--- src/rtl/digit_expander_pkg.sv ---
// Shared constants, state encoding and BCD helpers for the digit expander.
package digit_expander_pkg;

    localparam int DIGIT_W = 4;

    localparam logic [1:0] ST_SETUP  = 2'd0;
    localparam logic [1:0] ST_FACTOR = 2'd1;
    localparam logic [1:0] ST_CALC   = 2'd2;
    localparam logic [1:0] ST_SHOW   = 2'd3;

    // Input is at most 9 + 15 = 24, so two conditional subtractions suffice.
    function automatic logic [DIGIT_W-1:0] mod10(input logic [DIGIT_W:0] v);
        logic [DIGIT_W:0] r;
        if (v >= 5'd20)
            r = v - 5'd20;
        else if (v >= 5'd10)
            r = v - 5'd10;
        else
            r = v;
        return r[DIGIT_W-1:0];
    endfunction

    function automatic logic [2*DIGIT_W-1:0] bcd_add(input logic [2*DIGIT_W-1:0] x,
                                                     input logic [DIGIT_W-1:0]   d);
        logic [DIGIT_W:0]     u;
        logic [DIGIT_W:0]     t;
        logic [2*DIGIT_W-1:0] r;
        u = {1'b0, x[3:0]} + {1'b0, d};
        t = u - 5'd10;
        if (u > 5'd9) begin
            r[3:0] = t[3:0];
            r[7:4] = x[7:4] + 4'd1;
        end else begin
            r[3:0] = u[3:0];
            r[7:4] = x[7:4];
        end
        return r;
    endfunction

endpackage

--- src/rtl/digit_expander_edge_pulse.sv ---
// Rising-edge detector: one-cycle pulse on the first cycle the input is seen high.
module edge_pulse (
    input  logic i_clk,
    input  logic i_rst,
    input  logic i_in,
    output logic o_pulse
);

    logic r_prev;

    always_ff @(posedge i_clk) begin
        if (i_rst)
            r_prev <= 1'b0;
        else
            r_prev <= i_in;
    end

    assign o_pulse = i_in & ~r_prev;

endmodule

--- src/rtl/digit_expander.sv ---
// Multiplies two BCD digits by a user factor via repeated addition and shows one digit at a time.
// Optional macro INPUT_SYNC_EN adds 2-flop synchronizers on add, next and select.
module digit_expander
    import digit_expander_pkg::*;
(
    input  logic               i_clk,
    input  logic               i_rst,
    input  logic               i_select,
    input  logic               i_add,
    input  logic               i_next,
    input  logic [DIGIT_W-1:0] i_data_in,
    output logic [DIGIT_W-1:0] o_data_out,
    output logic               o_busy
);

    logic w_add_lvl, w_next_lvl, w_sel;
    logic w_add_p, w_next_p;

`ifdef INPUT_SYNC_EN
    logic [1:0] r_add_sync, r_next_sync, r_sel_sync;

    always_ff @(posedge i_clk) begin
        if (i_rst) begin
            r_add_sync  <= 2'b00;
            r_next_sync <= 2'b00;
            r_sel_sync  <= 2'b00;
        end else begin
            r_add_sync  <= {r_add_sync[0], i_add};
            r_next_sync <= {r_next_sync[0], i_next};
            r_sel_sync  <= {r_sel_sync[0], i_select};
        end
    end

    assign w_add_lvl  = r_add_sync[1];
    assign w_next_lvl = r_next_sync[1];
    assign w_sel      = r_sel_sync[1];
`else
    assign w_add_lvl  = i_add;
    assign w_next_lvl = i_next;
    assign w_sel      = i_select;
`endif

    edge_pulse u_add_pulse  (.i_clk(i_clk), .i_rst(i_rst), .i_in(w_add_lvl),  .o_pulse(w_add_p));
    edge_pulse u_next_pulse (.i_clk(i_clk), .i_rst(i_rst), .i_in(w_next_lvl), .o_pulse(w_next_p));

    logic [1:0]           r_state, w_state_nx;
    logic [DIGIT_W-1:0]   r_op [2];
    logic [DIGIT_W-1:0]   w_op_nx [2];
    logic [DIGIT_W-1:0]   r_k, w_k_nx;
    logic [DIGIT_W-1:0]   r_cnt, w_cnt_nx;
    logic [2*DIGIT_W-1:0] r_acc [2];
    logic [2*DIGIT_W-1:0] w_acc_nx [2];
    logic                 r_tens, w_tens_nx;
    logic [DIGIT_W-1:0]   r_data_out, w_data_nx;
    logic                 r_busy, w_busy_nx;

    always_ff @(posedge i_clk) begin
        if (i_rst) begin
            r_state    <= ST_SETUP;
            r_op[0]    <= '0;
            r_op[1]    <= '0;
            r_k        <= '0;
            r_cnt      <= '0;
            r_acc[0]   <= '0;
            r_acc[1]   <= '0;
            r_tens     <= 1'b0;
            r_data_out <= '0;
            r_busy     <= 1'b0;
        end else begin
            r_state    <= w_state_nx;
            r_op       <= w_op_nx;
            r_k        <= w_k_nx;
            r_cnt      <= w_cnt_nx;
            r_acc      <= w_acc_nx;
            r_tens     <= w_tens_nx;
            r_data_out <= w_data_nx;
            r_busy     <= w_busy_nx;
        end
    end

    always_comb begin
        w_state_nx = r_state;
        w_op_nx    = r_op;
        w_k_nx     = r_k;
        w_cnt_nx   = r_cnt;
        w_acc_nx   = r_acc;
        w_tens_nx  = r_tens;
        case (r_state)
            ST_SETUP: begin
                if (w_add_p)
                    w_op_nx[w_sel] = mod10({1'b0, r_op[w_sel]} + {1'b0, i_data_in});
                if (w_next_p)
                    w_state_nx = ST_FACTOR;
            end
            ST_FACTOR: begin
                if (w_add_p)
                    w_k_nx = mod10({1'b0, r_k} + {1'b0, i_data_in});
                // The count starts from the factor including a same-cycle add.
                if (w_next_p) begin
                    w_state_nx  = ST_CALC;
                    w_cnt_nx    = w_k_nx;
                    w_acc_nx[0] = '0;
                    w_acc_nx[1] = '0;
                end
            end
            ST_CALC: begin
                if (r_cnt == '0) begin
                    w_state_nx = ST_SHOW;
                    w_tens_nx  = 1'b0;
                end else begin
                    w_acc_nx[0] = bcd_add(r_acc[0], r_op[0]);
                    w_acc_nx[1] = bcd_add(r_acc[1], r_op[1]);
                    w_cnt_nx    = r_cnt - 4'd1;
                end
            end
            ST_SHOW: begin
                if (w_next_p) begin
                    w_state_nx = ST_SETUP;
                    w_tens_nx  = 1'b0;
                end else if (w_add_p) begin
                    w_tens_nx = ~r_tens;
                end
            end
            default: w_state_nx = ST_SETUP;
        endcase
    end

    // Display follows the state being entered, so the digit is valid the cycle it appears.
    always_comb begin
        w_data_nx = '0;
        case (w_state_nx)
            ST_SETUP:  w_data_nx = w_op_nx[w_sel];
            ST_FACTOR: w_data_nx = w_k_nx;
            ST_SHOW:   w_data_nx = w_tens_nx ? w_acc_nx[w_sel][7:4] : w_acc_nx[w_sel][3:0];
            default:   w_data_nx = '0;
        endcase
        w_busy_nx = (w_state_nx == ST_CALC);
    end

    assign o_data_out = r_data_out;
    assign o_busy     = r_busy;

endmodule

--- config.mk ---
export PLATFORM = sky130hd
export DESIGN_NAME = digit_expander
export DESIGN_NICKNAME = d
export VERILOG_FILES = /design/src/rtl/digit_expander_pkg.sv /design/src/rtl/digit_expander_edge_pulse.sv /design/src/rtl/digit_expander.sv
export SDC_FILE = /design/constraint.sdc
export NUM_CORES = 1
export LEC_CHECK = 0
export BUFFER_PORTS_ARGS = -buffer_cell sky130_fd_sc_hd__buf_2
export CELL_PAD_IN_SITES_DETAIL_PLACEMENT = 1
export CELL_PAD_IN_SITES_GLOBAL_PLACEMENT = 2
export CORE_ASPECT_RATIO = 2
export CORE_MARGIN = 2
export CORE_UTILIZATION = 30
export DETAILED_ROUTE_END_ITERATION = 8
export GPL_TIMING_DRIVEN = 0
export PLACE_DENSITY_LB_ADDON = 0.1
export SYNTH_ARGS = -nofsm -noshare
export SYNTH_HDL_FRONTEND = slang
export SYNTH_SLANG_ARGS = --single-unit
--- constraint.sdc ---
create_clock -name i_clk -period 7.3 [get_ports i_clk]
set_clock_uncertainty 0.1 [all_clocks]
set_input_delay 1.46 -clock i_clk [delete_from_list [all_inputs] [get_ports i_clk]]
set_output_delay 1.46 -clock i_clk [all_outputs]
set_load 0.05 [all_outputs]
==> impl_metrics.py <==
metrics = {
    "outcome": {
        "status": "finished, final reports clean",
    },
    "routing": {
        "drt-total-wl_mm": 12.4,
        "ant_nets": 0,
        "vias": 3375,
        "drcViolationCount": 0,
        "vias_per_cell": 5.63,
        "dr.pass1.iters": 6,
        "wl_per_cell_um": 20.7,
        "drtIter0Drc": 122,
    },
    "clocking": {
        "cts.sinks": 42,
        "cts_hold_buffers": 0,
        "cts_resized": 0,
        "cts_tree": "done",
        "cts_setup_buffers": 0,
        "cts-root-buf": "clkbuf_16",
        "htree_levels": 2,
        "worstSkewPairLatency_ns": 0.30,
        "clk_pin_slew_ns": 0.07,
        "cts_buffers": 5,
        "clock_path_buffers": 2,
    },
    "worst_setup_path": {
        "crit_type": "in -> reg",
        "ff2ff_setup_slack_ns": 3.39,
        "cp_cell_sequence": "buf_4 -> mux2_2 -> ha_1 -> fa_1 -> xor2_1 -> inv_1 -> ha_1 -> nand2b_1 -> a21boi_0 -> mux2i_1 -> a2bb2oi_1 -> mux2i_1 -> or3b_1 -> a22oi_1",
        "cp.arrival_ns": 4.95,
        "r2r-end": "o_data_out[1]",
        "slowest_delay_ns": 0.40,
        "cp-start-kind": "input pin",
        "cp_max_fo": 10,
        "r2r_start": "r_op[5]",
        "cpMaxStageDelayCell": "fa_1",
        "path_buf_inv": 2,
        "cp-end-kind": "flip-flop",
        "cp_top_family": "multiplexers",
        "required_ns": 7.42,
        "ff2ff_path_depth": 14,
    },
    "pwr": {
        "powerDensity_mw_per_mm2": 183,
        "finalPower_uw": 708,
        "share_seq_of_total_power_pct": 35.0,
        "share_comb_of_total_power_pct": 31.3,
        "p_switching_uw": 257,
        "switching_share_pct": 36.3,
        "worst_ir_drop_vdd_mv": 0.0849,
        "power_frac_clock_pct": 33.7,
        "p_int_uw": 451,
        "p_leak_nw": 1.58,
    },
    "global_route": {
        "grt_pass1_wl_mm": 19.7,
        "grt_max_degree": 14,
        "overflow": 0,
        "grt_pass1_vias": 3674,
        "antenna_found_initial": 0,
        "grtUsageTotal_pct": 21.0,
    },
    "run": {
        "maxCapViolations": 0,
    },
    "synth": {
        "yosysTopAreaCellShare_pct": 24.1,
        "synth_area_mm2": 0.00349,
        "synthTopCellsByArea": "dfxtp_1 24%, ha_1 11%, nor2_1 4.9%",
        "ys.flop_type": "dfxtp_1",
        "synth_most_common_cell": "nor2_1",
        "synth_seq_cells": 42,
        "synthTopCellsByCount": "46 x nor2_1, 42 x dfxtp_1, 33 x inv_1",
        "synth_edf_count": 0,
        "yosysTopAreaCell": "dfxtp_1",
        "netlist_instances": 438,
        "yosysUniqueCellTypes": 74,
        "yosys_warnings": 0,
        "syn_nets": 483,
        "async_flop_share_pct": 0,
        "avgSynthCellArea_um2": 7.96,
        "ys_seq_area_share_pct": 24.1,
    },
    "cells_and_area": {
        "drive_gt1_share_pct": 10.5,
        "fin_nets": 501,
        "diodes": 0,
        "utilization_pct": 34.1,
        "area_growth_pct": 11.0,
    },
    "hold_path": {
        "min_path_type": "reg -> reg",
        "whs_path_depth": 2,
        "holdCritStartpoint": "r_op[5]",
        "hold_end": "r_op[5]",
    },
    "timing": {
        "setup_viol": 0,
        "setup_tns_ns": 0,
        "post-route-min-period_ns": 4.83,
        "finalHoldViolCount": 0,
        "slew-limit-headroom_pct": 46.4,
        "fmax_mhz": 207,
        "period_share_pct": 66.2,
        "worst_slew_pin_slew_ns": 0.804,
        "slew_viol_final": 0,
        "rsz0062_at_grt": "false",
    },
    "placement": {
        "portBuffers": 11,
        "gp_congestion": 0.791,
        "dpl.hpwl_mm": 10.2,
    },
    "die": {
        "fp.dieW_um": 80.3,
        "num_rows": 55,
        "ios": 14,
        "initial_core_util_pct": 30.7,
        "design.core.area_mm2": 0.0114,
        "die-area_mm2": 0.0126,
        "die_h_um": 156,
    },
}
area by class of cell:
class | count | area (µm²)
Clock inverter | 2 | 12.5
Sequential cell | 42 | 841
Clock buffer | 6 | 139
Multi-Input combinational cell | 349 | 2450
Inverter | 33 | 124
Buffer | 14 | 68.8
Tap cell | 142 | 178
Fill cell | 1440 | 7480
Timing Repair Buffer | 11 | 55.1
logic make-up (layout without fill, tap and decap cells):
family	count (synthesis)	in the layout	share of synthesized area, %
flip-flops	42	42	24.1
multiplexers	18	18	5.34
AO/OA/AOI/OAI	140	140	27.8
buffers and inverters	47	66	5.52
XOR/XNOR	9	9	2.69
adder cells (fa/ha/maj)	36	36	13.8
AND/OR/NAND/NOR	146	146	20.8
sequential cells by signal, indices dropped and copies added (netlist names), 2 cells and up:
signal      cells
r_state         2
o_data_out      4
r_cnt           4
r_op            8
r_acc          16
r_k             4
metrics by stage:
step                hold WS [ns]  std cells  area (µm²)  setup WS, ns
floorplan                  0.368        438        3490          2.75
global placement           0.390        591        3720          2.15
detailed placement         0.401        591        3720          2.07
CTS                        0.410        599        3870          2.37
global route               0.460        599        3870          2.08
finish                     0.403        599        3870          2.47
worst max path at each step:
| stage | depth (start not counted) | slack, ns | start | end |
|---|---|---|---|---|
| after floorplan | 14 | 2.75 | i_select | o_data_out[1] |
| after global placement | 14 | 2.15 | i_select | o_data_out[1] |
| after detailed placement | 14 | 2.07 | i_select | o_data_out[1] |
| final | 14 | 2.47 | i_select | o_data_out[1] |
| after global routing | 14 | 2.08 | i_select | o_data_out[1] |
| after CTS | 14 | 2.37 | i_select | o_data_out[1] |
placed cells by master, fill, tap and decap left out, drive strengths merged, types with 6 or more instances in the layout:
| cell type | synthesis | routed |
|---|---|---|
| nor2 | 46 | 46 |
| dfxtp | 42 | 42 |
| inv | 33 | 33 |
| a21oi | 33 | 33 |
| nand2 | 32 | 32 |
| ha | 32 | 32 |
| o21ai | 26 | 26 |
| buf | 6 | 17 |
| nor3 | 14 | 14 |
| clkbuf | 8 | 14 |
| mux2i | 13 | 13 |
| nand3 | 11 | 11 |
| a21o | 10 | 10 |
| a31oi | 9 | 9 |
| and2 | 8 | 8 |
| nor2b | 6 | 6 |
| xnor2 | 6 | 6 |
metal layers:
| metal | track usage, % | share of wire (%) |
|---|---|---|
| met1 | 21.1 | 37 |
| met5 | 0 | 0 |
| met3 | 2.02 | 1.4 |
| met4 | 8.23 | 2.4 |
| met2 | 42.1 | 59 |
worst register-to-register path, delay by kind of cell (launching register included):
kind                     cells  cell delay, ns
multiplexers                 1            0.29
XOR/XNOR                     1            0.29
AO/OA/AOI/OAI                6            1.66
adder cells (fa/ha/maj)      2            0.55
AND/OR/NAND/NOR              3            0.51
buffers and inverters        1            0.09
flip-flops                   1            0.35
power groups by stage:
stage / logic [mW] / registers (mW) / clock network (mW)
3_5_place_dp: 0.223 / 0.253 / 0
2_1_floorplan: 0.149 / 0.259 / 0
5_1_grt: 0.247 / 0.249 / 0.254
6_report: 0.222 / 0.248 / 0.239
3_3_place_gp: 0.218 / 0.253 / 0
4_1_cts: 0.224 / 0.248 / 0.244
No activity file was read; power rests on OpenSTA's default activity.
